$ cat config.mk
export PLATFORM = sky130hd
export DESIGN_NAME = rv32i_mem_bridge
export DESIGN_NICKNAME = d
export VERILOG_FILES = /design/src/rtl/rv32i_mem_bridge.sv
export SDC_FILE = /design/constraint.sdc
export NUM_CORES = 1
export LEC_CHECK = 0
export ABC_AREA = 1
export BUFFER_PORTS_ARGS = -buffer_cell sky130_fd_sc_hd__buf_2
export CAP_MARGIN = 20
export CORE_UTILIZATION = 40
export DETAILED_ROUTE_END_ITERATION = 10
export GPL_TIMING_DRIVEN = 0
export PLACE_DENSITY = 0.78
export SYNTH_ARGS = -nofsm -noshare
export SYNTH_HDL_FRONTEND = slang
export SYNTH_SLANG_ARGS = --single-unit
$ cat constraint.sdc
create_clock -name clk -period 1.6 [get_ports clk]
set_input_delay 0.24 -clock clk [delete_from_list [all_inputs] [get_ports clk]]
set_output_delay 0.24 -clock clk [all_outputs]
set_load 0.01 [all_outputs]
$ cat src/rtl/rv32i_mem_bridge.sv
// -----------------------------------------------------------------------------
// rv32i_mem_bridge
//
// Data-side memory bridge sitting directly behind the rv32i multicycle core's
// memory port. Handles one load/store at a time, tagged with the RV32I funct3.
//   * RAM accesses are word-only against a synchronous RAM with RAM_LATENCY
//     cycles of read latency. Sub-word loads are extracted and sign/zero
//     extended here; sub-word stores are done as read-modify-write.
//   * A 64 KiB MMIO window at MMIO_BASE is forwarded to a combinational slave
//     with byte enables (no read-modify-write on that side).
//   * ready is meant to drive the core's ena, stalling it while busy.
//
// Compile-time option:
//   MEM_BRIDGE_MISALIGN_TRAP_EN
//     defined   : misaligned LH/LHU/SH/LW/SW return rsp_err with no side effects.
//     undefined : low address bits are forced to natural alignment and the
//                 access proceeds.
//
// Ports
//   clk, rst         clock (rising edge) / asynchronous active-low reset
//   req_valid        request present; accepted when ready is high
//   req_we           1 = store, 0 = load
//   req_funct3       RV32I funct3 (LB/LH/LW/LBU/LHU, SB/SH/SW)
//   req_addr         byte address
//   req_wdata        right-justified store data
//   ready            high only in IDLE
//   rsp_valid        one-cycle completion pulse
//   rsp_rdata        extended load data, held until the next accept
//   rsp_err          error flag, meaningful with rsp_valid
//   ram_addr         RAM word index
//   ram_wr_data      full word to write
//   ram_wr_ena       RAM write strobe
//   ram_rd_data      RAM read data, RAM_LATENCY cycles after ram_addr
//   mmio_addr        word-aligned byte offset inside the MMIO window
//   mmio_wr_data     lane-positioned store data
//   mmio_be          little-endian byte enables
//   mmio_wr_ena      one-cycle MMIO write strobe
//   mmio_rd_ena      one-cycle MMIO read strobe, mmio_rd_data sampled same cycle
//   mmio_rd_data     MMIO read data
// -----------------------------------------------------------------------------
module rv32i_mem_bridge #(
  parameter int unsigned RAM_DEPTH   = 1024,
  parameter int unsigned RAM_LATENCY = 1,            // legal 1..4
  parameter logic [31:0] MMIO_BASE   = 32'hF000_0000,
  localparam int unsigned RAM_AW     = $clog2(RAM_DEPTH)
) (
  input  logic              clk,
  input  logic              rst,
  input  logic              req_valid,
  input  logic              req_we,
  input  logic [2:0]        req_funct3,
  input  logic [31:0]       req_addr,
  input  logic [31:0]       req_wdata,
  output logic              ready,
  output logic              rsp_valid,
  output logic [31:0]       rsp_rdata,
  output logic              rsp_err,
  output logic [RAM_AW-1:0] ram_addr,
  output logic [31:0]       ram_wr_data,
  output logic              ram_wr_ena,
  input  logic [31:0]       ram_rd_data,
  output logic [15:0]       mmio_addr,
  output logic [31:0]       mmio_wr_data,
  output logic [3:0]        mmio_be,
  output logic              mmio_wr_ena,
  output logic              mmio_rd_ena,
  input  logic [31:0]       mmio_rd_data
);

  typedef enum logic [2:0] {
    ST_IDLE,
    ST_READ,
    ST_WRITE,
    ST_MMIO,
    ST_RESP
  } state_e;

  // Everything about the accepted request that later states need.
  typedef struct packed {
    logic        we;
    logic        mmio;
    logic        err;
    logic        uns;    // funct3[2]: zero-extend loads
    logic [1:0]  size;   // 0 byte, 1 half, 2 word
    logic [1:0]  lane;   // aligned addr[1:0]
    logic [31:0] wdata;
  } req_t;

  // ---------------------------------------------------------------------------
  // Lane helpers
  // ---------------------------------------------------------------------------
  function automatic logic [3:0] lane_be(input logic [1:0] size,
                                         input logic [1:0] lane);
    case (size)
      2'd0:    lane_be = 4'b0001 << lane;
      2'd1:    lane_be = lane[1] ? 4'b1100 : 4'b0011;
      default: lane_be = 4'b1111;
    endcase
  endfunction

  // Places the right-justified store data into its lanes on top of old_word.
  function automatic logic [31:0] merge(input logic [31:0] old_word,
                                        input logic [31:0] wdata,
                                        input logic [1:0]  size,
                                        input logic [1:0]  lane);
    logic [3:0]  be;
    logic [31:0] mask;
    logic [31:0] repl;
    be   = lane_be(size, lane);
    mask = {{8{be[3]}}, {8{be[2]}}, {8{be[1]}}, {8{be[0]}}};
    case (size)
      2'd0:    repl = {4{wdata[7:0]}};
      2'd1:    repl = {2{wdata[15:0]}};
      default: repl = wdata;
    endcase
    merge = (old_word & ~mask) | (repl & mask);
  endfunction

  function automatic logic [31:0] extract(input logic [31:0] word,
                                          input logic [1:0]  size,
                                          input logic [1:0]  lane,
                                          input logic        uns);
    logic [7:0]  b;
    logic [15:0] h;
    b = 8'(word >> {lane, 3'b000});
    h = lane[1] ? word[31:16] : word[15:0];
    case (size)
      2'd0:    extract = uns ? {24'd0, b} : {{24{b[7]}}, b};
      2'd1:    extract = uns ? {16'd0, h} : {{16{h[15]}}, h};
      default: extract = word;
    endcase
  endfunction

  // ---------------------------------------------------------------------------
  // Request decode (only consumed in IDLE)
  // ---------------------------------------------------------------------------
  logic [1:0]  in_size;
  logic        f3_bad;
  logic        misalign;
  logic [31:0] addr_al;
  logic [31:0] mmio_off;
  logic        in_mmio;
  logic        out_of_range;
  logic        dec_err;

  always_comb begin
    in_size = req_funct3[1:0];
    if (req_we) f3_bad = (req_funct3 > 3'd2);
    else        f3_bad = (req_funct3 == 3'd3) || (req_funct3 == 3'd6) ||
                         (req_funct3 == 3'd7);
`ifdef MEM_BRIDGE_MISALIGN_TRAP_EN
    misalign = ((in_size == 2'd1) && req_addr[0]) ||
               ((in_size == 2'd2) && (req_addr[1:0] != 2'b00));
    addr_al  = req_addr;
`else
    misalign = 1'b0;
    case (in_size)
      2'd1:    addr_al = {req_addr[31:1], 1'b0};
      2'd2:    addr_al = {req_addr[31:2], 2'b00};
      default: addr_al = req_addr;
    endcase
`endif
    // Subtract-and-test keeps the window check correct for any MMIO_BASE.
    mmio_off     = addr_al - MMIO_BASE;
    in_mmio      = (mmio_off[31:16] == 16'd0);
    out_of_range = ({2'b00, addr_al[31:2]} >= 32'(RAM_DEPTH));
    dec_err      = f3_bad || misalign || (!in_mmio && out_of_range);
  end

  // ---------------------------------------------------------------------------
  // State
  // ---------------------------------------------------------------------------
  state_e            state_q,     state_d;
  req_t              req_q,       req_d;
  logic [2:0]        cnt_q,       cnt_d;
  logic [RAM_AW-1:0] ram_addr_q,  ram_addr_d;
  logic [15:0]       mmio_addr_q, mmio_addr_d;
  logic [31:0]       mmio_wd_q,   mmio_wd_d;
  logic [3:0]        mmio_be_q,   mmio_be_d;
  logic [31:0]       rdata_q,     rdata_d;

  // RAM load data arrives during RESP, so it is forwarded combinationally in
  // that cycle and captured into rdata_q for the hold afterwards.
  logic ram_load_resp;
  assign ram_load_resp = (state_q == ST_RESP) && !req_q.we && !req_q.err &&
                         !req_q.mmio;

  always_comb begin
    // NOTE: every variable gets a default first so no path leaves one
    // unassigned; an unassigned path would infer a latch.
    state_d     = state_q;
    req_d       = req_q;
    cnt_d       = cnt_q;
    ram_addr_d  = ram_addr_q;
    mmio_addr_d = mmio_addr_q;
    mmio_wd_d   = mmio_wd_q;
    mmio_be_d   = mmio_be_q;
    rdata_d     = rdata_q;

    case (state_q)
      ST_IDLE: begin
        if (req_valid) begin
          req_d.we    = req_we;
          req_d.mmio  = in_mmio;
          req_d.err   = dec_err;
          req_d.uns   = req_funct3[2];
          req_d.size  = in_size;
          req_d.lane  = addr_al[1:0];
          req_d.wdata = req_wdata;
          cnt_d       = 3'd0;
          rdata_d     = 32'd0;
          if (dec_err) begin
            state_d = ST_RESP;
          end else if (in_mmio) begin
            state_d     = ST_MMIO;
            mmio_addr_d = mmio_off[15:0] & 16'hFFFC;
            mmio_be_d   = lane_be(in_size, addr_al[1:0]);
            mmio_wd_d   = req_we ? merge(32'd0, req_wdata, in_size, addr_al[1:0])
                                 : 32'd0;
          end else begin
            ram_addr_d = addr_al[RAM_AW+1:2];
            // Only full-word stores skip the read half of read-modify-write.
            state_d    = (req_we && (in_size == 2'd2)) ? ST_WRITE : ST_READ;
          end
        end
      end

      ST_READ: begin
        if (cnt_q == 3'(RAM_LATENCY - 1)) state_d = req_q.we ? ST_WRITE : ST_RESP;
        else                              cnt_d   = cnt_q + 3'd1;
      end

      ST_WRITE: state_d = ST_RESP;

      ST_MMIO: begin
        if (!req_q.we)
          rdata_d = extract(mmio_rd_data, req_q.size, req_q.lane, req_q.uns);
        state_d = ST_RESP;
      end

      ST_RESP: begin
        if (ram_load_resp)
          rdata_d = extract(ram_rd_data, req_q.size, req_q.lane, req_q.uns);
        state_d = ST_IDLE;
      end

      default: state_d = ST_IDLE;
    endcase
  end

  always_ff @(posedge clk or negedge rst) begin
    if (!rst) begin
      state_q     <= ST_IDLE;
      req_q       <= '0;
      cnt_q       <= 3'd0;
      ram_addr_q  <= '0;
      mmio_addr_q <= 16'd0;
      mmio_wd_q   <= 32'd0;
      mmio_be_q   <= 4'd0;
      rdata_q     <= 32'd0;
    end else begin
      // NOTE: non-blocking assignments so every flop samples the values from
      // before this edge, independent of statement order.
      state_q     <= state_d;
      req_q       <= req_d;
      cnt_q       <= cnt_d;
      ram_addr_q  <= ram_addr_d;
      mmio_addr_q <= mmio_addr_d;
      mmio_wd_q   <= mmio_wd_d;
      mmio_be_q   <= mmio_be_d;
      rdata_q     <= rdata_d;
    end
  end

  // ---------------------------------------------------------------------------
  // Outputs: strobes decode straight from state_q so an asynchronous reset
  // drops them in the same instant.
  // ---------------------------------------------------------------------------
  assign ready        = (state_q == ST_IDLE);
  assign rsp_valid    = (state_q == ST_RESP);
  assign rsp_err      = rsp_valid && req_q.err;
  assign rsp_rdata    = ram_load_resp
                        ? extract(ram_rd_data, req_q.size, req_q.lane, req_q.uns)
                        : rdata_q;

  assign ram_addr     = ram_addr_q;
  assign ram_wr_ena   = (state_q == ST_WRITE);
  // For SB/SH the read word is on ram_rd_data during WRITE.
  assign ram_wr_data  = ram_wr_ena
                        ? merge(ram_rd_data, req_q.wdata, req_q.size, req_q.lane)
                        : 32'd0;

  assign mmio_addr    = mmio_addr_q;
  assign mmio_wr_data = mmio_wd_q;
  assign mmio_be      = mmio_be_q;
  assign mmio_wr_ena  = (state_q == ST_MMIO) && req_q.we;
  assign mmio_rd_ena  = (state_q == ST_MMIO) && !req_q.we;

endmodule
==> results.yml, run 1 <==
synthesis:
  synthesis.area_sq_mm: 0.00882
  yosys.cell_count.top_type: "nand2_1"
  synth_edf_count: 0
  yosys_warnings: 0
  syn_inst: 1303
  ys_ff_latch: 138
  synthArstFlopShare_pct: 100
  synth_common_cells: "419 x nand2_1, 138 x dfrtp_1, 117 x o21ai_0, 104 x nor2_1, 100 x nand3_1"
  syn_area_per_cell_sq_um: 6.77
  synth_top_area_share_pct: 39.1
  synthTopCellsByArea: "dfrtp_1 39%, nand2_1 18%, o21ai_0 6.6%"
  ys_types: 44
  yosysTopAreaCell: "dfrtp_1"
  ys.flop_type: "dfrtp_1"
  synth_seq_area_share_pct: 39.1
final_layout:
  nFillCells: 1572
  finalCoreUtilization_pct: 69.9
  final_cell_area_sq_mm: 0.0149
  stdcell_count: 1994
  drive_above_1_share_pct: 49.7
  nets: 1846
  syn2layout_area_growth_pct: 69.1
floorplan:
  die_h_um: 151
  dieArea_sq_mm: 0.0227
  core_area_sq_mm: 0.0214
  io_pins: 267
  start_util_pct: 41.3
  rows: 53
  fp.dieW_um: 151
sta:
  rsz0062_at_grt: "yes"
  hold_viol_final: 0
  fin_setup_tns_ns: -78.57
  finalWorstSetupSlack_ns: -0.846
  max_freq_mhz: 409
  finalClockSkew_ns: 0.0125
  maxSlewHeadroom_pct: 57.9
  worst-slew-pin-transition_ns: 0.631
  maxSlewViolCount: 0
  period_needed_ns: 2.45
  setup_viol_count_final: 202
  post-route-period-util_pct: 153
placed_design:
  dpl.cell_count: 1843
  port_buffers: 263
  place_area_sq_mm: 0.0109
  dp_hpwl_mm: 27.0
  gp_congestion: 0.988
drt:
  drc: 0
  via_per_inst: 5.71
  drtPass1Iterations: 6
  drt_iter0_drc: 1104
  totalWireLength_mm: 41.9
  vias: 11400
  ant_nets: 0
  wl_per_cell_um: 21.0
worst_setup_path:
  path_max_fanout: 6
  crit_path_end_kind: "output port"
  startpoint: "state_q[1]$_DFFE_PN0P_"
  cp_data_required_time_ns: 1.36
  timing.rr.start: "state_q[1]$_DFFE_PN0P_"
  worstSetupPathType: "flip-flop to output port"
  r2r_slack_ns: -0.51
  reg2regPathDepth: 11
  arrival_ns: 2.21
  reg2reg_to: "ram_addr[1]$_DFFE_PN0P_"
  start_kind: "flip-flop"
power:
  power_density_mw_per_mm2: 1570
  p_leak_uw: 0.00766
  vdd.ir_drop.worst_uv: 1290
min_path:
  hp-class: "input pin to flip-flop"
  min-delay-start: "req_addr[5]"
  hold_end: "ram_addr[3]$_DFFE_PN0P_"
  min_path_cells: 3
status:
  outcome: "complete, but fails checks"
  violations: "setup timing"
clock_tree:
  cts_tree: "yes"
  clk_path_buf_depth: 2
  cts-root-buf: "clkbuf_16"
  cts_sinks: 138
  clk_latency_ns: 0.44
  h-tree-depth: 4
  numCtsBuffers: 17
  clk_pin_slew_ns: 0.07
flow_run:
  drv_cap: 0
global_routing:
  overflow: 0
  grt_pass1_wl_mm: 55.7
  antenna_found_initial: 1
  grt_pass1_vias: 10100
  grt_usage_pct: 32.8
  grt_max_degree: 80
final cells by class:
| class | count | area, sq um | share of cell area [%] |
|---|---|---|---|
| multi-input combinational | 975 | 6160 | 41.3 |
| sequential | 138 | 3460 | 23.2 |
| timing repair buffer | 385 | 2960 | 19.8 |
| buffer | 70 | 852 | 5.71 |
| inverter | 116 | 517 | 3.46 |
| clock buffer | 18 | 439 | 2.94 |
| tap | 275 | 344 | 2.31 |
| clock inverter | 14 | 175 | 1.17 |
| timing repair inverter | 2 | 13.8 | 0.0922 |
| antenna | 1 | 2.50 | 0.0168 |
layer usage:
| layer | global-route usage [%] | up-vias | routed length [um] |
|---|---|---|---|
| met5 | 0 | - | 13 |
| met4 | 15.3 | 2 | 2500 |
| met3 | 6.42 | 192 | 4640 |
| met2 | 52.8 | 850 | 19600 |
| met1 | 42.2 | 5315 | 15200 |
| li1 | - | 5034 | - |
worst max-delay path, cell delays in order (launching register included):
cell and delay [ns]:
dfrtp_1 0.44, inv_2 0.09, nor3_4 0.29, buf_4 0.19, clkinv_4 0.06, buf_4 0.19
a211oi_4 0.31, buf_2 0.19
metrics by stage:
step	hold WS, ns	total power, uW	setup slack [ns]
after floorplan	-0.0556	10300	-0.105
after global placement	0.451	12500	-1.98
after detailed placement	0.282	12700	-0.765
after CTS	0.0168	19200	-0.735
after global routing	-0.00127	24400	-0.869
final	0.0119	23500	-0.846
what timing repair did:
item | 4_1_cts | 5_1_grt
gates resized for setup | 222 | 522
endpoints found under the setup margin | 200 | 208
buffers inserted | 66 | 55
gates cloned | 3 | 17
hold buffers | 1 | 0
pin swaps | 46 | 100
hold endpoints to repair | 59 | 0
layout by cell type (no fill, tap or decap), types with 6 or more instances in the layout:
cell | synthesis | layout
nand3_2 | 3 | 13
nor2_2 | 3 | 18
a211oi_4 | 0 | 8
clkbuf_1 | 39 | 8
nor2_4 | 3 | 18
o21ai_0 | 117 | 40
and2_4 | 0 | 7
nor2_1 | 104 | 74
o211ai_1 | 7 | 7
nand4_1 | 11 | 11
nand3_1 | 100 | 86
buf_12 | 0 | 12
buf_2 | 21 | 231
dfrtp_1 | 138 | 133
o21ai_1 | 13 | 50
clkbuf_16 | 0 | 32
o22ai_1 | 9 | 8
nand2_1 | 419 | 267
o21ai_2 | 1 | 37
inv_1 | 99 | 79
buf_8 | 0 | 28
inv_2 | 13 | 17
mux2i_1 | 7 | 7
or2_2 | 23 | 8
a21oi_2 | 0 | 24
a21oi_1 | 98 | 73
or2_4 | 0 | 15
buf_4 | 7 | 63
nand2_2 | 1 | 87
inv_8 | 0 | 9
inv_4 | 0 | 8
nand2_4 | 1 | 64
buf_6 | 5 | 89
inv_6 | 0 | 6
power breakdown:
part           internal [uW]  switching [uW]
Clock                   2410            1870
Sequential              4290             840
Combinational           6310            7750
how the worst max path moves through the flow:
stage,end,slack (ns),cells after the start
finish,ram_wr_data[10],-0.85,7
global route,rsp_rdata[6],-0.87,11
CTS,ram_wr_data[10],-0.73,9
detailed placement,mmio_wr_data[24]$_DFFE_PN0P_,-0.76,8
global placement,state_q[2]$_DFFE_PN0P_,-1.98,1
floorplan,rsp_rdata[0],-0.11,9
state kept, by name, summed over array words and instances, names as in the netlist:
register and count:
mmio_wr_data 32, ram_addr 10, mmio_addr 14, state_q 3, rdata_q 32, cnt_q 3
mmio_be 4, req_q 40
cell families (layout without fill, tap and decap cells):
kind of cell / after synthesis / count (layout) / synth area share (%)
AND/OR/NAND/NOR: 684 / 684 / 33.0
other: 1 / 3 / 0.0425
multiplexers: 7 / 7 / 0.794
adder cells (fa/ha/maj): 6 / 6 / 0.851
buffers and inverters: 191 / 605 / 9.16
flip-flops: 138 / 138 / 39.1
AO/OA/AOI/OAI: 276 / 276 / 17.0
No activity file was read; power rests on OpenSTA's default activity.
==> run 2: changes to the inputs <==
--- a/config.mk
+++ b/config.mk
@@ -6,12 +6,13 @@
 export NUM_CORES = 1
 export LEC_CHECK = 0
 export ABC_AREA = 1
-export BUFFER_PORTS_ARGS = -buffer_cell sky130_fd_sc_hd__buf_2
 export CAP_MARGIN = 20
 export CORE_UTILIZATION = 40
 export DETAILED_ROUTE_END_ITERATION = 10
+export DONT_BUFFER_PORTS = 1
 export GPL_TIMING_DRIVEN = 0
-export PLACE_DENSITY = 0.78
+export PLACE_DENSITY = 0.54
+export RECOVER_POWER = 100
 export SYNTH_ARGS = -nofsm -noshare
 export SYNTH_HDL_FRONTEND = slang
 export SYNTH_SLANG_ARGS = --single-unit
==> results.yml, run 2 (same netlist as run 1, synthesis figures left out) <==
worst_setup_path:
  slowest_delay_ns: 0.42
  arrival_ns: 2.03
  worstSetupPathType: "flip-flop to output port"
  timing.rr.start: "state_q[0]$_DFFE_PN0P_"
  start_kind: "flip-flop"
  cpMostUsedCell: "buf_6"
  crit_path_end_kind: "output port"
  cp_cell_sequence: "inv_2 > nor2_4 > nand2_4 > buf_6 > o21ai_4 > buf_6 > nand3_1 > nand4_1 > and2_4"
  path_delay_family: "simple AND/OR/NAND/NOR gates"
  path_max_fanout: 8
  reg2reg_to: "ram_addr[8]$_DFFE_PN0P_"
  reg2regPathDepth: 12
  cp_data_required_time_ns: 1.36
  slowest_stage: "dfrtp_2"
  r2r_slack_ns: -0.33
  critPathBufInv: 3
floorplan:
  rows: 53
  core_area_sq_mm: 0.0214
  die_h_um: 151
  fp.dieW_um: 151
  io_pins: 267
  start_util_pct: 41.3
  dieArea_sq_mm: 0.0227
drt:
  ant_nets: 0
  wl_per_cell_um: 21.6
  totalWireLength_mm: 37.3
  vias: 9686
  drt_iter0_drc: 623
  via_per_inst: 5.60
  drc: 0
  drtPass1Iterations: 8
final_layout:
  largest_reg_flops: 40
  layout_commonest_cell: "nand2_1"
  drive_above_1_share_pct: 29.4
  seq_area_sq_mm: 0.00346
  nFillCells: 1966
  final_cell_area_sq_mm: 0.0126
  regMostFlops: "req_q"
  stdcell_count: 1729
  nets: 1582
  syn2layout_area_growth_pct: 43.3
  multi_input_area_sq_mm: 0.00568
  final_cell_mix: "374 x nand2_1, 136 x dfrtp_1, 85 x inv_1"
  n_antenna_cell: 0
sta:
  hold_viol_final: 138
  max_freq_mhz: 441
  worst-slew-pin-transition_ns: 0.954
  holdWs_ns: -0.496
  period_needed_ns: 2.27
  finalClockSkew_ns: 0.0156
  post-route-period-util_pct: 142
  finalWorstSetupSlack_ns: -0.665
  rsz0062_at_grt: "yes"
  maxSlewHeadroom_pct: 35.9
  maxSlewViolCount: 0
  setup_viol_count_final: 203
min_path:
  hp-class: "input pin to async pin"
placed_design:
  gp_congestion: 0.975
  place_area_sq_mm: 0.00950
  dpl.cell_count: 1579
  port_buffers: 0
  dp_hpwl_mm: 26.9
clock_tree:
  clk_latency_ns: 0.44
  postCtsHoldBufs: 30
  h-tree-depth: 4
  cts_sinks: 138
  cts-root-buf: "clkbuf_16"
  clk_path_buf_depth: 2
  clk_pin_slew_ns: 0.07
  numCtsBuffers: 17
  cts_tree: "yes"
power:
  power_density_mw_per_mm2: 1630
  p_leak_uw: 0.00598
  vdd.ir_drop.worst_uv: 941
global_routing:
  grt_usage_pct: 32.5
  overflow: 0
  grt_max_degree: 139
  antenna_found_initial: 1
  grt_pass1_wl_mm: 54.4
  grt_pass1_vias: 9305
flow_run:
  drv_cap: 0
status:
  violations: "hold timing, setup timing"
  outcome: "complete, but fails checks"
==> run 2: cell count changes in the layout (fill, tap and decap cells not counted), moves of 8 or more <==
cell	previous run	this run
dlygate4sd3_1	1	30
o21ai_2	37	15
buf_6	89	44
buf_2	231	4
nand2_1	267	374
buf_8	28	18
o21ai_0	40	75
o21ai_1	50	32
nand2_4	64	11
nor2_4	18	26
nand2_2	87	34
==> run 2: layout make-up <==
type | instances | share of cell area, %
plain buffers | 73 | 6.34
clock buffers | 18 | 3.47
clock inverters | 14 | 1.23
inverters | 116 | 3.92
multi-input cells | 975 | 45.0
flip-flops and latches | 138 | 27.3
well taps | 275 | 2.72
repair buffers | 119 | 9.94
repair inverters | 1 | 0.0891
==> run 2: metrics by stage <==
step / utilization, % / TNS [ns] / total power (uW) / setup WS (ns) / hold WS (ns)
detailed placement: 44.5 / -73.58 / 12200 / -0.609 / -0.0491
global route: 59.2 / -75.03 / 21600 / -0.728 / -0.508
finish: 59.2 / -58.89 / 20600 / -0.665 / -0.496
CTS: 55.5 / -50.23 / 18700 / -0.599 / -0.507
floorplan: - / -2.94 / 10300 / -0.105 / -0.0556
global placement: 44.5 / -72.93 / 12200 / -0.594 / -0.0501
==> run 2: how the worst max path moves through the flow <==
stage / from / end / cells after the start
finish: req_q[34]$_DFFE_PN0P_ / rsp_rdata[5] / 9
global route: req_q[35]$_DFFE_PN0P_ / rsp_rdata[5] / 9
CTS: req_q[35]$_DFFE_PN0P_ / ram_wr_data[29] / 9
detailed placement: state_q[0]$_DFFE_PN0P_ / rdata_q[10]$_DFFE_PN0P_ / 8
global placement: req_funct3[1] / mmio_wr_data[27]$_DFFE_PN0P_ / 7
floorplan: req_q[35]$_DFFE_PN0P_ / rsp_rdata[0] / 9
==> run 2: where the power goes <==
group,internal (uW),total (uW),switching [uW],leakage [uW]
clock network,2250,4050,1800,0.000289
registers,4280,5060,782,0.00182
logic,4850,11500,6620,0.00387
total,11400,20600,9200,0.00598
==> run 2: repair_timing <==
item,CTS,global route
pin swaps,53,40
cloned,4,3
buffers inserted,53,36
setup endpoints to repair,201,204
resized for setup,289,159
hold endpoints to repair,184,138
==> run 2: layer usage <==
| metal | track usage [%] | wire length (um) | up-vias |
|---|---|---|---|
| met5 | 0 | 13 | - |
| met4 | 16.3 | 1800 | 2 |
| met3 | 7.61 | 3510 | 115 |
| met2 | 53.0 | 17500 | 485 |
| met1 | 40.2 | 14500 | 4571 |
| li1 | - | - | 4513 |
==> run 3: changes to the inputs <==
--- a/config.mk
+++ b/config.mk
@@ -13,6 +13,7 @@
 export GPL_TIMING_DRIVEN = 0
 export PLACE_DENSITY = 0.54
 export RECOVER_POWER = 100
+export SETUP_SLACK_MARGIN = 0.5
 export SYNTH_ARGS = -nofsm -noshare
 export SYNTH_HDL_FRONTEND = slang
 export SYNTH_SLANG_ARGS = --single-unit
==> results.yml, run 3 (same netlist as run 1, synthesis figures left out) <==
drt:
  via_per_inst: 5.62
  vias: 10100
  totalWireLength_mm: 38.8
  wl_per_cell_um: 21.6
  drc: 0
  top_layer: "met4"
  wl_met3_mm: 3.49
  ant_nets: 0
  drt_iter0_drc: 644
  wl_met1_mm: 14.4
  wl_met2_mm: 18.8
  drtPass1Iterations: 5
worst_setup_path:
  crit_path_end_kind: "output port"
  critPathBufInv: 3
  path_max_fanout: 8
  path_delay_family: "simple AND/OR/NAND/NOR gates"
  cp_data_required_time_ns: 1.36
  cp_cell_sequence: "buf_8 > inv_8 > nand2_1 > nand2_1 > nand2_1 > nand2_2 > nand3_4 > nand2_8 > clkbuf_16 > nand2_2 > nand2_4"
  arrival_ns: 1.97
  worstSetupPathType: "flip-flop to output port"
  start_kind: "flip-flop"
  slowest_delay_ns: 0.39
  slowest_stage: "dfrtp_1"
  cpMostUsedCell: "nand2_1"
sta:
  setup_viol_count_final: 206
  rsz0062_at_grt: "yes"
  hold_viol_final: 138
  period_needed_ns: 2.21
  finalClockSkew_ns: 0.0179
  holdWs_ns: -0.510
  maxSlewHeadroom_pct: 62.4
  finalWorstSetupSlack_ns: -0.614
  max_freq_mhz: 452
  worst-slew-pin-transition_ns: 0.563
  maxSlewViolCount: 0
  post-route-period-util_pct: 138
placed_design:
  place_area_sq_mm: 0.0103
  gp_congestion: 0.928
  dp_hpwl_mm: 25.8
  port_buffers: 0
  dpl.cell_count: 1579
global_routing:
  grt_max_degree: 139
  grt_usage_pct: 32.5
  antenna_found_initial: 0
  grt_pass1_vias: 9477
  overflow: 0
  grt_pass1_wl_mm: 54.5
clock_tree:
  clk_latency_ns: 0.45
  numCtsBuffers: 17
  cts_sinks: 138
  postCtsHoldBufs: 46
  cts-root-buf: "clkbuf_16"
  cts_tree: "yes"
  clk_path_buf_depth: 2
  h-tree-depth: 4
  clk_pin_slew_ns: 0.07
floorplan:
  start_util_pct: 41.3
  core_area_sq_mm: 0.0214
  fp.dieW_um: 151
  io_pins: 267
  die_h_um: 151
  dieArea_sq_mm: 0.0227
  rows: 53
power:
  p_leak_uw: 0.00666
  total_power_uw: 22800
  intPower_uw: 12400
  p_sw_share_pct: 45.6
  power_density_mw_per_mm2: 1550
  combPwrFrac_pct: 59.8
  clkPwrFrac_pct: 18.2
  vdd.ir_drop.worst_uv: 706
  p_seq_share_pct: 22.0
  power_switching_uw: 10400
final_layout:
  regMostFlops: "req_q"
  seq_area_sq_mm: 0.00349
  nets: 1643
  stdcell_count: 1790
  nFillCells: 1693
  final_cell_mix: "283 x nand2_1, 110 x dfrtp_1, 87 x nand3_1"
  final_cell_area_sq_mm: 0.0147
  largest_reg_flops: 40
  layout_commonest_cell: "nand2_1"
  n_antenna_cell: 0
  drive_above_1_share_pct: 43.9
  syn2layout_area_growth_pct: 66.4
  finalCoreUtilization_pct: 68.7
  multi_input_area_sq_mm: 0.00669
status:
  violations: "hold timing, setup timing"
  outcome: "complete, but fails checks"
flow_run:
  drv_cap: 0
min_path:
  hp-class: "input pin to async pin"
-- run 3: per-layer routing --
| metal | up-vias | GRT usage, % |
|---|---|---|
| li1 | 4653 | - |
| met1 | 4792 | 38.6 |
| met2 | 485 | 54.0 |
| met3 | 134 | 8.09 |
| met4 | 0 | 17.2 |
| met5 | - | 0 |
-- run 3: repair_timing --
action	CTS	global route
buffers inserted	73	41
endpoints found under the setup margin	264	268
endpoints found under the hold margin	201	138
gates cloned	10	9
resized for setup	253	313
pin swaps	63	81
-- run 3: final timing paths --
kind | startpoint | end | slack (ns) | cells after the start
min in group clk | req_wdata[8] | req_q[8]$_DFFE_PN0P_ | 0.02 | 2
min reg2reg | req_q[16]$_DFFE_PN0P_ | req_q[16]$_DFFE_PN0P_ | 0.47 | 2
min | rst | rdata_q[10]$_DFFE_PN0P_ | -0.51 | 0
max in group asynchronous | rst | state_q[0]$_DFFE_PN0P_ | 1.84 | 0
max | req_q[32]$_DFFE_PN0P_ | rsp_rdata[29] | -0.61 | 11
max reg2reg | state_q[1]$_DFFE_PN0P_ | ram_addr[7]$_DFFE_PN0P_ | -0.57 | 13
-- run 3: layout make-up --
| class | count | share of cell area [%] |
|---|---|---|
| Buffer | 75 | 6.75 |
| Clock buffer | 17 | 2.90 |
| Clock inverter | 15 | 1.29 |
| Inverter | 116 | 3.91 |
| Multi-Input combinational cell | 975 | 45.6 |
| Sequential cell | 138 | 23.8 |
| Tap cell | 275 | 2.34 |
| Timing Repair Buffer | 177 | 13.3 |
| Timing Repair inverter | 2 | 0.162 |
-- run 3: metrics by stage --
stage	TNS, ns	setup slack (ns)
after detailed placement	-39.80	-0.469
after floorplan	-2.11	-0.105
after global placement	-39.05	-0.445
final	-84.70	-0.614
after CTS	-74.88	-0.600
after global routing	-101.14	-0.677
-- run 3: power groups by stage --
stage / Clock (uW) / Combinational [uW] / Sequential (uW)
final: 4150 / 13700 / 5010
after global routing: 4330 / 14500 / 5100
after CTS: 4200 / 11300 / 4930
after detailed placement: 0 / 8380 / 4990
after global placement: 0 / 8330 / 4980
after floorplan: 0 / 6770 / 4750
